==> src/rtl/regs_writeback_pkg.sv <==
// Shared widths and the writeback entry type for the register-file write port.
package regs_writeback_pkg;

  localparam int REG_IDX_W = 5;
  localparam int XLEN      = 32;
  localparam int NUM_REGS  = 1 << REG_IDX_W;

  typedef struct packed {
    logic [REG_IDX_W-1:0] rd;
    logic [XLEN-1:0]      data;
  } wb_entry_t;

  // One-hot destination vector used to build the pending-destination mask.
  function automatic logic [NUM_REGS-1:0] rd_onehot(input logic [REG_IDX_W-1:0] rd);
    logic [NUM_REGS-1:0] v;
    v     = '0;
    v[rd] = 1'b1;
    return v;
  endfunction

endpackage

==> src/rtl/regs_writeback_wb_fifo.sv <==
// Slow-result buffer: strict-order synchronous FIFO with wrap-bit pointers and
// a per-slot valid/rd view so the parent can build its pending-destination mask.
module wb_fifo
  import regs_writeback_pkg::*;
#(
  parameter int DEPTH = 4
) (
  input  logic                         clk,
  input  logic                         rst,
  input  logic                         i_push,
  input  logic [REG_IDX_W-1:0]         i_push_rd,
  input  logic [XLEN-1:0]              i_push_data,
  input  logic                         i_pop,
  output logic [REG_IDX_W-1:0]         o_head_rd,
  output logic [XLEN-1:0]              o_head_data,
  output logic                         o_full,
  output logic                         o_empty,
  output logic [DEPTH-1:0]             o_entry_valid,
  output logic [DEPTH*REG_IDX_W-1:0]   o_entry_rd
);

  localparam int AW = $clog2(DEPTH);

  wb_entry_t       r_mem [DEPTH];
  logic [AW:0]     r_wr_ptr;
  logic [AW:0]     r_rd_ptr;
  logic [AW:0]     w_count;
  logic            w_do_push;
  logic            w_do_pop;

  // Equal low bits: the wrap bit tells empty (same lap) from full (one lap apart).
  assign o_empty = (r_wr_ptr == r_rd_ptr);
  assign o_full  = (r_wr_ptr[AW-1:0] == r_rd_ptr[AW-1:0]) &&
                   (r_wr_ptr[AW] != r_rd_ptr[AW]);

  assign w_do_push = i_push && !o_full;
  assign w_do_pop  = i_pop && !o_empty;
  assign w_count   = r_wr_ptr - r_rd_ptr;

  assign o_head_rd   = r_mem[r_rd_ptr[AW-1:0]].rd;
  assign o_head_data = r_mem[r_rd_ptr[AW-1:0]].data;

  always_ff @(posedge clk or posedge rst) begin
    if (rst) begin
      r_wr_ptr <= '0;
      r_rd_ptr <= '0;
    end else begin
      if (w_do_push) r_wr_ptr <= r_wr_ptr + 1'b1;
      if (w_do_pop)  r_rd_ptr <= r_rd_ptr + 1'b1;
    end
  end

  always_ff @(posedge clk) begin
    if (w_do_push) begin
      r_mem[r_wr_ptr[AW-1:0]].rd   <= i_push_rd;
      r_mem[r_wr_ptr[AW-1:0]].data <= i_push_data;
    end
  end

  // A slot is live when its distance from the read pointer is below occupancy.
  for (genvar gi = 0; gi < DEPTH; gi++) begin : g_view
    logic [AW-1:0] w_off;
    assign w_off             = AW'(gi) - r_rd_ptr[AW-1:0];
    assign o_entry_valid[gi] = ({1'b0, w_off} < w_count);
    assign o_entry_rd[gi*REG_IDX_W +: REG_IDX_W] = r_mem[gi].rd;
  end

endmodule

==> src/rtl/regs_writeback.sv <==
// Register-file write-port arbiter: ALU results win unless the buffered slow
// results have starved; one registered write per cycle, committed on the falling edge.
module regs_writeback
  import regs_writeback_pkg::*;
#(
  parameter int FIFO_DEPTH   = 4,
  parameter int STARVE_LIMIT = 8
) (
  input  logic                 clk,
  input  logic                 rst,
  input  logic                 aluValid,
  input  logic [4:0]           aluRd,
  input  logic [31:0]          aluData,
  input  logic                 memValid,
  output logic                 memReady,
  input  logic [4:0]           memRd,
  input  logic [31:0]          memData,
  output logic                 regsWriteEnable,
  output logic [4:0]           regWriteNum,
  output logic [31:0]          regWriteData,
  output logic [31:0]          pendingMask,
  output logic                 aluStall,
  output logic                 protocolError
);

  localparam int CW = $clog2(STARVE_LIMIT + 1);

  logic                        w_full;
  logic                        w_empty;
  logic [REG_IDX_W-1:0]        w_head_rd;
  logic [XLEN-1:0]             w_head_data;
  logic [FIFO_DEPTH-1:0]       w_entry_valid;
  logic [FIFO_DEPTH*REG_IDX_W-1:0] w_entry_rd;
  logic                        w_mem_ready;
  logic                        w_push;
  logic                        w_pop;
  logic                        w_alu_take;
  logic                        w_waw;
  logic                        w_stall_drop;
  logic [NUM_REGS-1:0]         w_pending;
  logic [CW-1:0]               w_starve_inc;

  logic                        r_we;
  logic [REG_IDX_W-1:0]        r_wnum;
  logic [XLEN-1:0]             r_wdata;
  logic                        r_alu_stall;
  logic                        r_error;
  logic [CW-1:0]               r_starve_cnt;

  // No pass-through: a slot freed by this edge's pop is not offered until the next cycle.
  assign w_mem_ready = !w_full && !rst;
  assign w_push      = memValid && w_mem_ready && (memRd != '0);

  assign w_alu_take   = !r_alu_stall && aluValid && (aluRd != '0);
  assign w_pop        = !w_alu_take && !w_empty;
  assign w_waw        = w_alu_take && w_pending[aluRd];
  assign w_stall_drop = r_alu_stall && aluValid;
  assign w_starve_inc = r_starve_cnt + CW'(1);

  wb_fifo #(
    .DEPTH (FIFO_DEPTH)
  ) u_fifo (
    .clk           (clk),
    .rst           (rst),
    .i_push        (w_push),
    .i_push_rd     (memRd),
    .i_push_data   (memData),
    .i_pop         (w_pop),
    .o_head_rd     (w_head_rd),
    .o_head_data   (w_head_data),
    .o_full        (w_full),
    .o_empty       (w_empty),
    .o_entry_valid (w_entry_valid),
    .o_entry_rd    (w_entry_rd)
  );

  always_comb begin
    w_pending = '0;
    for (int i = 0; i < FIFO_DEPTH; i++) begin
      if (w_entry_valid[i]) begin
        w_pending = w_pending | rd_onehot(w_entry_rd[i*REG_IDX_W +: REG_IDX_W]);
      end
    end
    w_pending[0] = 1'b0;
  end

  always_ff @(posedge clk or posedge rst) begin
    if (rst) begin
      r_we    <= 1'b0;
      r_wnum  <= '0;
      r_wdata <= '0;
    end else if (w_alu_take) begin
      r_we    <= 1'b1;
      r_wnum  <= aluRd;
      r_wdata <= aluData;
    end else if (w_pop) begin
      r_we    <= 1'b1;
      r_wnum  <= w_head_rd;
      r_wdata <= w_head_data;
    end else begin
      r_we    <= 1'b0;
    end
  end

  // Starvation: count ALU wins over a waiting head; stall from the limit until the next pop.
  always_ff @(posedge clk or posedge rst) begin
    if (rst) begin
      r_starve_cnt <= '0;
      r_alu_stall  <= 1'b0;
    end else if (w_empty || w_pop) begin
      r_starve_cnt <= '0;
      r_alu_stall  <= 1'b0;
    end else if (w_alu_take) begin
      r_starve_cnt <= w_starve_inc;
      if (w_starve_inc >= CW'(STARVE_LIMIT)) r_alu_stall <= 1'b1;
    end
  end

  always_ff @(posedge clk or posedge rst) begin
    if (rst)                        r_error <= 1'b0;
    else if (w_waw || w_stall_drop) r_error <= 1'b1;
  end

  assign memReady        = w_mem_ready;
  assign regsWriteEnable = r_we;
  assign regWriteNum     = r_wnum;
  assign regWriteData    = r_wdata;
  assign pendingMask     = w_pending;
  assign aluStall        = r_alu_stall;
  assign protocolError   = r_error;

endmodule

==> config.mk <==
export PLATFORM = sky130hd
export DESIGN_NAME = regs_writeback
export DESIGN_NICKNAME = d
export VERILOG_FILES = /design/src/rtl/regs_writeback_pkg.sv /design/src/rtl/regs_writeback_wb_fifo.sv /design/src/rtl/regs_writeback.sv
export SDC_FILE = /design/constraint.sdc
export NUM_CORES = 1
export LEC_CHECK = 0
export ABC_AREA = 1
export CAP_MARGIN = 10
export CELL_PAD_IN_SITES_DETAIL_PLACEMENT = 1
export CELL_PAD_IN_SITES_GLOBAL_PLACEMENT = 1
export CORE_ASPECT_RATIO = 1.1
export CORE_MARGIN = 2
export CORE_UTILIZATION = 40
export CTS_CLUSTER_DIAMETER = 100
export DETAILED_ROUTE_END_ITERATION = 8
export DONT_BUFFER_PORTS = 1
export GPL_ROUTABILITY_DRIVEN = 0
export PLACE_DENSITY_LB_ADDON = 0.1
export REMOVE_ABC_BUFFERS = 1
export SLEW_MARGIN = 10
export SYNTH_ARGS = -nofsm -noshare
export SYNTH_HDL_FRONTEND = slang
export SYNTH_SLANG_ARGS = --single-unit
==> constraint.sdc <==
create_clock -name clk -period 4.28 [get_ports clk]
set_clock_uncertainty 0.1 [all_clocks]
set_input_delay 0.856 -clock clk [delete_from_list [all_inputs] [get_ports clk]]
set_output_delay 0.856 -clock clk [all_outputs]
set_load 0.005 [all_outputs]
Yosys cells after proc, flatten, opt, wreduce, memory -nomap -nowiden
Memory sizes are Yosys's and may differ from the RTL's.
Index checks and enable logic that the tools add are counted.
{ "totals": {"ramBits": 148, "output_inout_bits": 73, "mem_bits_ro": 0, "latch_bits": 0, "elab_cells": 92, "in_bits": 78, "memories": 1, "reg_bits": 50} }
{ "mem_list": {"columns": ["name", "depth", "width", "read_ports", "rd_ports_with_merged_regs", "write_ports", "line_no", "rtl"], "rows": [
  ["u_fifo.r_mem", 4, 37, 5, 0, 1, "regs_writeback_wb_fifo.sv:24", "wb_entry_t r_mem [DEPTH];"]
]} }
{ "classes": {"bitwise": 3, "div_mod_pow": 0, "n_eq_ne": 3, "magnitude_cmp": 14, "muxes": 27, "shifts": 0, "reduce_logical": 28, "addsub": 8, "n_mul": 0} }
{ "op_table": {"columns": ["op", "n"], "rows": [
  ["$mux 32", 6],
  ["$or 32x32->32", 3],
  ["$lt 5x6->1 const B", 5],
  ["$demux 1 s5", 4],
  ["$ge 5x1->1 const B", 4],
  ["$logic_and 1x1->1", 15],
  ["$lt 2x3->1", 4],
  ["$mux 1", 12],
  ["$mux 5", 2],
  ["$reduce_bool 5->1", 2],
  ["$mux 4", 2],
  ["$add 3x1->3 const B", 2],
  ["$reduce_bool 2->1", 3],
  ["$bmux 1 s5", 1],
  ["$logic_not 1->1", 5],
  ["$add 4x1->4 const B", 1],
  ["$ge 4x4->1 const B", 1],
  ["$sub 1x2->2 const A", 2],
  ["$sub 2x2->2 const A", 2],
  ["$eq 3x3->1", 1],
  ["$sub 3x3->3", 1],
  ["$eq 2x2->1", 1],
  ["$logic_or 1x1->1", 2],
  ["$reduce_and 2->1", 1],
  ["$ne 1x1->1", 1]
]} }

Logic depth before layout (Yosys ltp)
Gate-level depths: netlist of run 1.
An unclocked memory read counts as a cell.
{ "logic_depth": {"word_depth": 16, "depth_mapped": 22, "depth_no_buf": 21} }

Cells and area by module
Synthesis of run 1 repeated with hierarchy kept, for this count alone.
{ "hier_totals": {"cells_unflattened": 1053, "hier_area_um2": 9691.8} }
{ "by_module_without_submodules": {"columns": ["module", "n_inst", "area_each_um2", "seq_area_each_um2", "cells_each"], "rows": [
  ["wb_fifo", 1, 6242.2, 4594.4, 461],
  ["regs_writeback", 1, 3449.6, 1101.1, 592]
]} }

Worst setup path after synthesis of run 1
Ideal clock, no wire load.
{ "synth_path": {"kind": "input -> register", "startpoint": "in rst", "endpoint": "mem u_fifo.r_mem[0][0] (netlist name) (enable)", "path_buffers": 0, "t_required_ns": 3.749, "t_arrival_ns": 4.030, "cell_stages": 5, "setup_time_ns": 0.431, "path_slack_ns": -0.281, "cell_sequence": "inv_1 > o21ai_0 > inv_1 > nand3_1 > nor2_1"} }
{ "synth_via": {"elab_chain_len": 7} }
{ "synth_rtl": {"columns": ["element", "line_no", "rtl"], "rows": [
  ["start, declared", "regs_writeback.sv:10", "input logic rst,"],
  ["$logic_not 1->1 (no line)", null, null],
  ["$logic_and 1x1->1", "regs_writeback.sv:51", "assign w_mem_ready = !w_full && !rst;"],
  ["named net memReady", "regs_writeback.sv:15", "output logic memReady,"],
  ["$logic_and 1x1->1 (2 in series)", "regs_writeback.sv:52", "assign w_push = memValid && w_mem_ready && (memRd != '0);"],
  ["$logic_and 1x1->1", "regs_writeback_wb_fifo.sv:36", "assign w_do_push = i_push && !o_full;"],
  ["$mux 1", "regs_writeback_wb_fifo.sv:54", "if (w_do_push) begin"],
  ["$mux 1 (not written as such)", "regs_writeback_wb_fifo.sv:56", "r_mem[r_wr_ptr[AW-1:0]].data <= i_push_data;"],
  ["end, declared", "regs_writeback_wb_fifo.sv:24", null]
]} }
The timed path passes the listed nets, and every way through them passes these cells.

Worst setup path in the final report of run 1
{ "layout_path": {"startpoint": "reg u_fifo.r_wr_ptr[0]", "endpoint": "out pendingMask[14]"} }
{ "layout_via": {"elab_chain_len": 9, "word_cells_on_any_way": 12, "classes_between": "add/sub: 1; order compare: 4; mux: 4; bitwise: 3"} }
{ "layout_rtl": {"columns": ["element", "line_no", "rtl"], "rows": [
  ["start, declared", "regs_writeback_wb_fifo.sv:25", "logic [AW:0] r_wr_ptr;"],
  ["start signal, assigned", "regs_writeback_wb_fifo.sv:48", "if (w_do_push) r_wr_ptr <= r_wr_ptr + 1'b1;"],
  ["$sub 3x3->3 (*)", "regs_writeback_wb_fifo.sv:38", "assign w_count = r_wr_ptr - r_rd_ptr;"],
  ["$lt 2x3->1", "regs_writeback_wb_fifo.sv:64", "assign o_entry_valid[gi] = ({1'b0, w_off} < w_count);"],
  ["$mux 32", "regs_writeback.sv:80", "if (w_entry_valid[i]) begin"],
  ["$or 32x32->32", "regs_writeback.sv:81", "w_pending = w_pending | rd_onehot(w_entry_rd[i*REG_IDX_W +: REG_IDX_W]);"],
  ["$mux 32", "regs_writeback.sv:80", null],
  ["$or 32x32->32", "regs_writeback.sv:81", null],
  ["$mux 32", "regs_writeback.sv:80", null],
  ["$or 32x32->32", "regs_writeback.sv:81", null],
  ["$mux 32 (*)", "regs_writeback.sv:80", null],
  ["end, declared", "regs_writeback.sv:21", "output logic [31:0] pendingMask,"]
]} }
Mark *: on every way between the ends. The rest lies on a longest branch, timed or not.

==> results of run 1 <==
-- cell usage after synthesis, types with 7 or more instances --
master / count
nor2_1: 208
nand3_1: 93
edfxtp_1: 148
o21ai_0: 96
nand2_1: 300
buf_4: 7
ha_1: 13
a21oi_1: 29
clkbuf_1: 31
o22ai_1: 29
dfrtp_1: 50
nand4_1: 12
inv_1: 76
buf_2: 7
-- kinds of logic (layout without fill, tap and decap cells) --
family / count (synthesis) / in the layout / share of synthesized area
other: 1 / 1 / 0.000376
xor gates and xnor gates: 6 / 6 / 0.00527
DFF: 198 / 198 / 0.572
adders and majority gates: 14 / 14 / 0.0183
AOI/OAI and AO/OA: 164 / 164 / 0.0889
and+or+nand+nor: 630 / 635 / 0.260
buffers and inverters: 131 / 133 / 0.0559
-- cells in the final DEF (no fill, tap or decap), drive strengths merged --
cell    count
o22ai      29
ha         13
inv        86
edfxtp    148
o311ai      3
xor2        5
clkbuf     17
nor3        5
clkinv      9
o211ai      3
nand3     103
conb        1
nand2     301
nor2      211
dfrtp      50
or2         1
bufinv      1
fa          1
nand4      12
o21bai      4
a21oi      29
xnor2       1
o21ai      96
nand3b      2
buf        20
-- metal layers --
layer | GRT usage | routed length, um
met5 | 0 | 0
met3 | 0.0478 | 1660
met2 | 0.450 | 16900
met4 | 0.0849 | 983
met1 | 0.293 | 13000
-- registers in the layout (all words and copies together), names as in the netlist --
name             cells
regsWriteEnable      1
u_fifo.r_wr_ptr      3
aluStall             1
r_starve_cnt         4
u_fifo.r_mem       148
protocolError        1
regWriteNum          5
regWriteData        32
u_fifo.r_rd_ptr      3
-- final cells by class --
cell class              instances  area (um^2)  area share
clock buffers                  17          425      0.0383
clock inverters                15          218      0.0196
inverters                      81          304      0.0274
multi-input cells             820         3870       0.349
flip-flops and latches        198         5700       0.513
well taps                     310          388      0.0349
repair buffers                 20          200      0.0180
-- critical path, delay by kind of cell, from the launching register on --
kind / cells / cell delay, ps
AND/OR/NAND/NOR: 4 / 600
AO/OA/AOI/OAI: 1 / 290
adder cells (fa/ha/maj): 3 / 1020
buffers and inverters: 4 / 340
flip-flops: 1 / 430
-- power by group through the flow --
| stage | Sequential [mW] | Clock, mW | Combinational, mW |
|---|---|---|---|
| finish | 2.71 | 1.69 | 3.63 |
| global route | 2.75 | 1.78 | 4.01 |
| CTS | 2.72 | 1.71 | 3.19 |
| detailed placement | 2.75 | 0 | 3.06 |
| global placement | 2.75 | 0 | 2.98 |
| floorplan | 2.76 | 0 | 1.84 |
-- repair_timing --
item                                    in CTS  in global routing
hold endpoints to repair                     0                  0
endpoints found under the setup margin      31                 30
pin swaps                                    1                  3
buffers inserted                             0                  2
gates resized for setup                      4                 15
gates cloned                                 1                  4
-- final timing paths --
path | from | end | slack [ps] | depth (start not counted)
max | u_fifo.r_wr_ptr[0] | pendingMask[14] | 170 | 12
min | r_starve_cnt[0] | r_starve_cnt[0] | 370 | 1
max reg2reg | u_fifo.r_wr_ptr[0] | protocolError | 670 | 19
min reg2reg | r_starve_cnt[0] | r_starve_cnt[0] | 370 | 1
max in group asynchronous | rst | u_fifo.r_rd_ptr[0] | 3110 | 2
min in group asynchronous | rst | regWriteData[23] | 450 | 2
==> results.ini, run 1 <==
[route]
postRouteAntennaNets=0
firstDrtPassIters=6
detail_route.iter0.violations=474
viasPerCell=5.54
wirelength_um=32500
routedWlPerCell_um=22.2
num_vias=8088
route.detailed.drc=0

[layout]
stdcell_count=1461
area_growth_pct=11.4
n_fill_cell=2866
drive_gt1_frac=0.0756
final_area_mm2=0.0111
num_antenna_cells=0
utilization=0.454
nets=1230

[placement]
port_buffers=0
dp_cells=1422
pre_cts_ws_ps=295
place_area_mm2=0.0103
dp_hpwl_um=21900

[timing]
tightestPinTransition_ps=881
hold_slack_ps=371
setup_ws_ps=171
finalSetupTns_ps=0
finalCriticalPeriod_ps=4110
post-route-period-util=0.960
hold_viol_final=0
setup_viol_count_final=0
fmax_mhz=243
slew_headroom=0.413
maxSlewViolCount=0

[global_route]
grt_max_degree=85
grtUsageTotal=0.247
grt_pass1_vias=8423
overflow=0
antenna_found_initial=0
grt_pass1_wl_um=48800

[power]
seqPwrFrac=0.338
peakVddDrop_v=0.000404
p_total_mw=8.02
leakage_nw=4.54
swShare=0.455
power_density_mw_per_mm2=723
net-switching-power_mw=3.65
comb_power_share=0.452
p_int_mw=4.37
clkPwrFrac=0.210

[flow_run]
cap_violations=0

[clock_tree]
cts.clk_slew.worst_paths_ps=80
ctsHoldBuffers=0
cts_buffers=17
clock_sinks=198
cts_buffer_depth=2
clock_latency_ps=430
cts_root_buffer=clkbuf_16
h-tree-depth=4
cts_tree=built

[synth]
yosys-top-cells-area=edfxtp_1 (45%), dfrtp_1 (13%), nand2_1 (11%)
async_flop_share=0.253
synth_top_flop_cell=edfxtp_1
yosysSeqAreaShare=0.572
synth-edff-count=148
yosys_warnings=0
synthDominantCellAreaShare=0.446
yosysUniqueCellTypes=33
ys_seq_elements=198
netlist_area_mm2=0.00997
netlist_instances=1144
yosys.area.top_type=edfxtp_1
postSynthAreaPerCell_um2=8.71

[die]
io-pin-count=151
core_mm2=0.0245
design.die.area_mm2=0.0262
initial_core_util=0.407
die_height_um=170
die_x_um=154
num_rows=60

[critical_path]
start_kind=flop
crit_fanout=5
cp_data_arrival_time_ps=3150
endpoint_kind=primary output
critPathKind=reg -> out
critPathMostFrequentCell=inv_1
path_cells=inv_2 > ha_2 > inv_1 > fa_1 > inv_1 > ha_1 > o21ai_4 > nand3_2 > nand2_1 > nand2_1 > nor2_1 > inv_1
critPathMaxStageDelay_ps=480
required_ps=3320
slowest_stage=fa_1

[outcome]
outcome=complete, no violations

[min_path]
worstHoldPathType=reg -> reg

(Power assumes the default switching activity.)
==> inputs of run 2 (changes only) <==
CORE_UTILIZATION = 45   (was 40)
==> results.ini, run 2 (synthesis results as in run 1) <==
[critical_path]
r2r-start=u_fifo.r_rd_ptr[0]
cp_data_arrival_time_ps=3150
r2r-end=regWriteNum[1]
worst-path-stages=14
critPathKind=reg -> out
rr_worst_depth=11
endpoint_kind=primary output
path_cells=inv_1 > ha_1 > inv_1 > fa_1 > inv_1 > ha_1 > nand2_1 > nand2_1 > nand3_2 > buf_4 > nand2_1 > nand2_1 > nor2_1 > inv_1
critical-path-top-delay-family=adder cells
critPathMaxStageDelay_ps=490
start_kind=flop
required_ps=3320
worstPathBufferInverterCount=5
crit_fanout=31
r2r_slack_ps=720
slowest_stage=fa_1

[die]
io-pin-count=151
initial_core_util=0.455
die_x_um=146
design.die.area_mm2=0.0234
core_mm2=0.0219
num_rows=57
die_height_um=160

[layout]
utilization=0.500
stdcell_count=1441
n_fill_cell=2574
largest_reg_flops=148
area_growth_pct=9.79
multi_input_area_mm2=0.00376
regArea_mm2=0.00570
final_cell_mix=nand2_1 (300), nor2_1 (204), edfxtp_1 (148)
drive_gt1_frac=0.0654
final_common_cell=nand2_1
nets=1225
num_antenna_cells=0

[min_path]
worstHoldPathType=reg -> reg
holdPathEnd=r_starve_cnt[0]
worstHoldStart=r_starve_cnt[0]
whs_path_depth=1

[placement]
dp_cells=1407
port_buffers=0
dp_hpwl_um=20800

[global_route]
overflow=0
grt_pass1_wl_um=48100
grtUsageTotal=0.269
grt_pass1_vias=8424
grt_max_degree=85
antenna_found_initial=0

[timing]
setup_viol_count_final=0
post-route-period-util=0.960
finalCriticalPeriod_ps=4110
hold_viol_final=0
maxSlewViolCount=0
fmax_mhz=243
tightestPinTransition_ps=1040
slew_headroom=0.304

[route]
num_vias=7914
routedWlPerCell_um=21.1
wirelength_um=30500
postRouteAntennaNets=0
detail_route.iter0.violations=387
viasPerCell=5.49
firstDrtPassIters=5
route.detailed.drc=0

[clock_tree]
h-tree-depth=4
cts_buffer_depth=2
cts_tree=built
clock_sinks=198
cts_buffers=17
clock_latency_ps=440
cts_root_buffer=clkbuf_16
ctsHoldBuffers=0
cts.clk_slew.worst_paths_ps=90

[outcome]
outcome=complete, no violations

[power]
leakage_nw=4.50
peakVddDrop_v=0.000390
power_density_mw_per_mm2=687

[flow_run]
cap_violations=0

==> run 2: changes by cell type in the layout (fill, tap and decap cells not counted), moves of 2 or more <==
cell	delta
nand3_4	-4
nor2_1	+4
nor2_2	-4
clkinv_4	+2
clkinv_8	-2
inv_6	-2
inv_8	+2
o21bai_2	+2
==> run 2: layout make-up <==
| cell class | count | area share |
|---|---|---|
| multi-input cells | 815 | 0.344 |
| clock buffers | 17 | 0.0389 |
| inverters | 81 | 0.0278 |
| repair buffers | 20 | 0.0175 |
| clock inverters | 15 | 0.0177 |
| flip-flops and latches | 198 | 0.521 |
| well taps | 295 | 0.0337 |
==> run 2: how the worst max path moves through the flow <==
stage / start / to
after detailed placement: u_fifo.r_wr_ptr[0] / pendingMask[2]
after floorplan: u_fifo.r_rd_ptr[0] / u_fifo.r_mem[0][0]
after CTS: u_fifo.r_wr_ptr[0] / pendingMask[19]
after global placement: u_fifo.r_wr_ptr[0] / pendingMask[8]
after global routing: u_fifo.r_wr_ptr[0] / pendingMask[1]
final: u_fifo.r_wr_ptr[0] / pendingMask[1]
==> run 2: through the flow <==
stage          instance area, um^2  hold slack [ps]  worst slack (ps)  power [mW]  TNS (ps)
4_1_cts                      10900              368              18.1        7.51         0
3_3_place_gp                 10300              358               497        5.69         0
5_1_grt                      10900              383             -14.6        8.02     -14.6
2_1_floorplan                 9710              333             -1300        4.60   -199320
6_report                     10900              366               171        7.52         0
3_5_place_dp                 10300              355               340        5.79         0
==> run 2: metal layers <==
metal / wire, um / GRT usage / share of wire / vias to the layer above
li1: - / - / - / 3799
met1: 12300 / 0.314 / 0.40 / 3898
met2: 16000 / 0.490 / 0.53 / 170
met3: 1210 / 0.0509 / 0.040 / 47
met4: 956 / 0.102 / 0.031 / 0
met5: 0 / 0 / 0 / -
==> run 2: repair_timing <==
action / in CTS / in global routing
pin swaps: 2 / 0
cloned: 0 / 0
gates resized for setup: 1 / 5
setup endpoints to repair: 14 / 29
setup buffers: 2 / 0
==> run 2: power breakdown <==
| group | internal, mW | switching [mW] | leakage (nW) |
|---|---|---|---|
| Combinational | 0.914 | 2.26 | 2.26 |
| Clock | 0.809 | 0.832 | 0.300 |
| Sequential | 2.46 | 0.245 | 1.94 |
| Total | 4.18 | 3.33 | 4.50 |
==> run 2: worst register-to-register path, cell delays in order (launching register included) <==
cell and delay, ps:
dfrtp_2 380, buf_4 650, inv_2 110, ha_1 320, nand2_1 70, a21oi_1 120
buf_4 220, inv_1 100, nand2_1 210, clkinv_1 610, nand3_1 390, o211ai_1 140
==> inputs of run 3 (changes only) <==
CORE_UTILIZATION = 48   (was 45)
GPL_TIMING_DRIVEN = 0   (was unset)
==> results.ini, run 3 (synthesis results as in run 1) <==
[critical_path]
rr_worst_depth=9
path_cells=inv_2 > ha_2 > inv_1 > fa_1 > inv_1 > ha_1 > inv_1 > o21bai_4 > buf_12 > nand3_4 > nand2_1 > nand2_1 > nor2_2 > inv_1
r2r-start=u_fifo.r_rd_ptr[0]
r2r-end=regWriteNum[2]
r2r_slack_ps=230
critPathKind=reg -> out
required_ps=3320
slowest_stage=fa_1
critical-path-top-delay-family=adder cells
endpoint_kind=primary output
cp_data_arrival_time_ps=3240
start_kind=flop
critPathMostFrequentCell=inv_1
worstPathBufferInverterCount=6
crit_fanout=8
critPathMaxStageDelay_ps=490

[power]
peakVddDrop_v=0.000482
p_total_mw=8.84
leakage_nw=4.61
power_density_mw_per_mm2=784

[layout]
stdcell_count=1414
nets=1237
num_antenna_cells=0
largest_reg_flops=148
drive_gt1_frac=0.0872
area_growth_pct=13.1
n_fill_cell=2370
final_cell_mix=nand2_1 (299), nor2_1 (196), edfxtp_1 (148)
final_common_cell=nand2_1

[clock_tree]
cts_buffer_depth=2
h-tree-depth=4
cts.clk_slew.worst_paths_ps=80
ctsHoldBuffers=0
clock_latency_ps=440
cts_tree=built
cts_root_buffer=clkbuf_16
cts_buffers=17
clock_sinks=198

[timing]
fmax_mhz=238
finalSetupTns_ps=0
hold_viol_final=0
post-route-period-util=0.980
slew_headroom=0.411
setup_viol_count_final=0
maxSlewViolCount=0
finalCriticalPeriod_ps=4200
tightestPinTransition_ps=881

[global_route]
overflow=0
antenna_found_initial=0
grt_pass1_vias=8886
grt_pass1_wl_um=49800
grtUsageTotal=0.302
grt_max_degree=44

[outcome]
outcome=complete, no violations

[die]
design.die.area_mm2=0.0219
initial_core_util=0.486
die_height_um=155
num_rows=55
core_mm2=0.0205
io-pin-count=151
die_x_um=141

[route]
postRouteAntennaNets=0
detail_route.iter0.violations=495
wirelength_um=33100
firstDrtPassIters=7
routedWlPerCell_um=23.4
num_vias=8426
viasPerCell=5.96
route.detailed.drc=0

[min_path]
worstHoldPathType=in -> async

[flow_run]
cap_violations=0

[placement]
dp_cells=1357
dp_hpwl_um=21200
port_buffers=0

[run 3: cell count changes in the layout (fill, tap and decap cells not counted), moves of 3 or more]
cell,change
nor2_1,-8
inv_6,+3
nor2_2,+8
buf_4,-9
clkinv_8,-3
buf_12,+8
nand3_4,+10
[run 3: routing by layer]
layer  global-route usage  routed length (um)  up-vias
met1                0.339               12600     4139
met2                0.534               17200      331
li1                     -                   -     3848
met4                0.176                1590        0
met5                    0                   0        -
met3               0.0591                1790      108
[run 3: how the worst max path moves through the flow]
stage,from,endpoint,slack [ps],cells after the start
after global placement,u_fifo.r_rd_ptr[0],u_fifo.r_mem[2][18],-4650,7
after CTS,u_fifo.r_wr_ptr[0],pendingMask[1],5,13
after floorplan,u_fifo.r_rd_ptr[0],u_fifo.r_mem[0][0],-1300,7
final,u_fifo.r_wr_ptr[0],pendingMask[10],80,14
after detailed placement,u_fifo.r_rd_ptr[1],pendingMask[1],-550,11
after global routing,u_fifo.r_wr_ptr[0],pendingMask[10],-20,14
[run 3: area by class of cell]
| cell class | count | area (um^2) | area share |
|---|---|---|---|
| Sequential cell | 198 | 5700 | 0.506 |
| Timing Repair Buffer | 21 | 339 | 0.0301 |
| Clock inverter | 14 | 159 | 0.0141 |
| Tap cell | 256 | 320 | 0.0284 |
| Inverter | 81 | 317 | 0.0281 |
| Multi-Input combinational cell | 826 | 4010 | 0.356 |
| Clock buffer | 18 | 429 | 0.0381 |
[run 3: what timing repair did]
item                       4_1_cts  5_1_grt
pin swaps                        4        4
setup endpoints to repair       68       44
resized for setup               20       15
cloned                           7        4
buffers inserted                 5        9
[run 3: worst reg2reg max path: cells and delay by family (launching register included)]
| kind | cells | cell delay, ps |
|---|---|---|
| DFF | 1 | 530 |
| adders and majority gates | 1 | 250 |
| buffers and inverters | 3 | 1470 |
| and+or+nand+nor | 3 | 810 |
| AOI/OAI and AO/OA | 2 | 760 |
[run 3: metrics by stage]
stage / setup WS [ps] / util / instance area [um^2] / hold WS [ps]
final: 83.5 / 0.550 / 11300 / 237
after CTS: 5.25 / 0.540 / 11100 / 250
after detailed placement: -549 / 0.498 / 10200 / 373
after global placement: -4650 / 0.489 / 10000 / 354
after global routing: -19.6 / 0.550 / 11300 / 263
after floorplan: -1300 / - / 9710 / 333
[run 3: report_power, final]
part,switching (mW),internal [mW],leakage [nW],total (mW)
clock,0.760,0.833,0.289,1.59
sequential,0.262,2.47,1.94,2.73
combinational,3.05,1.48,2.39,4.52
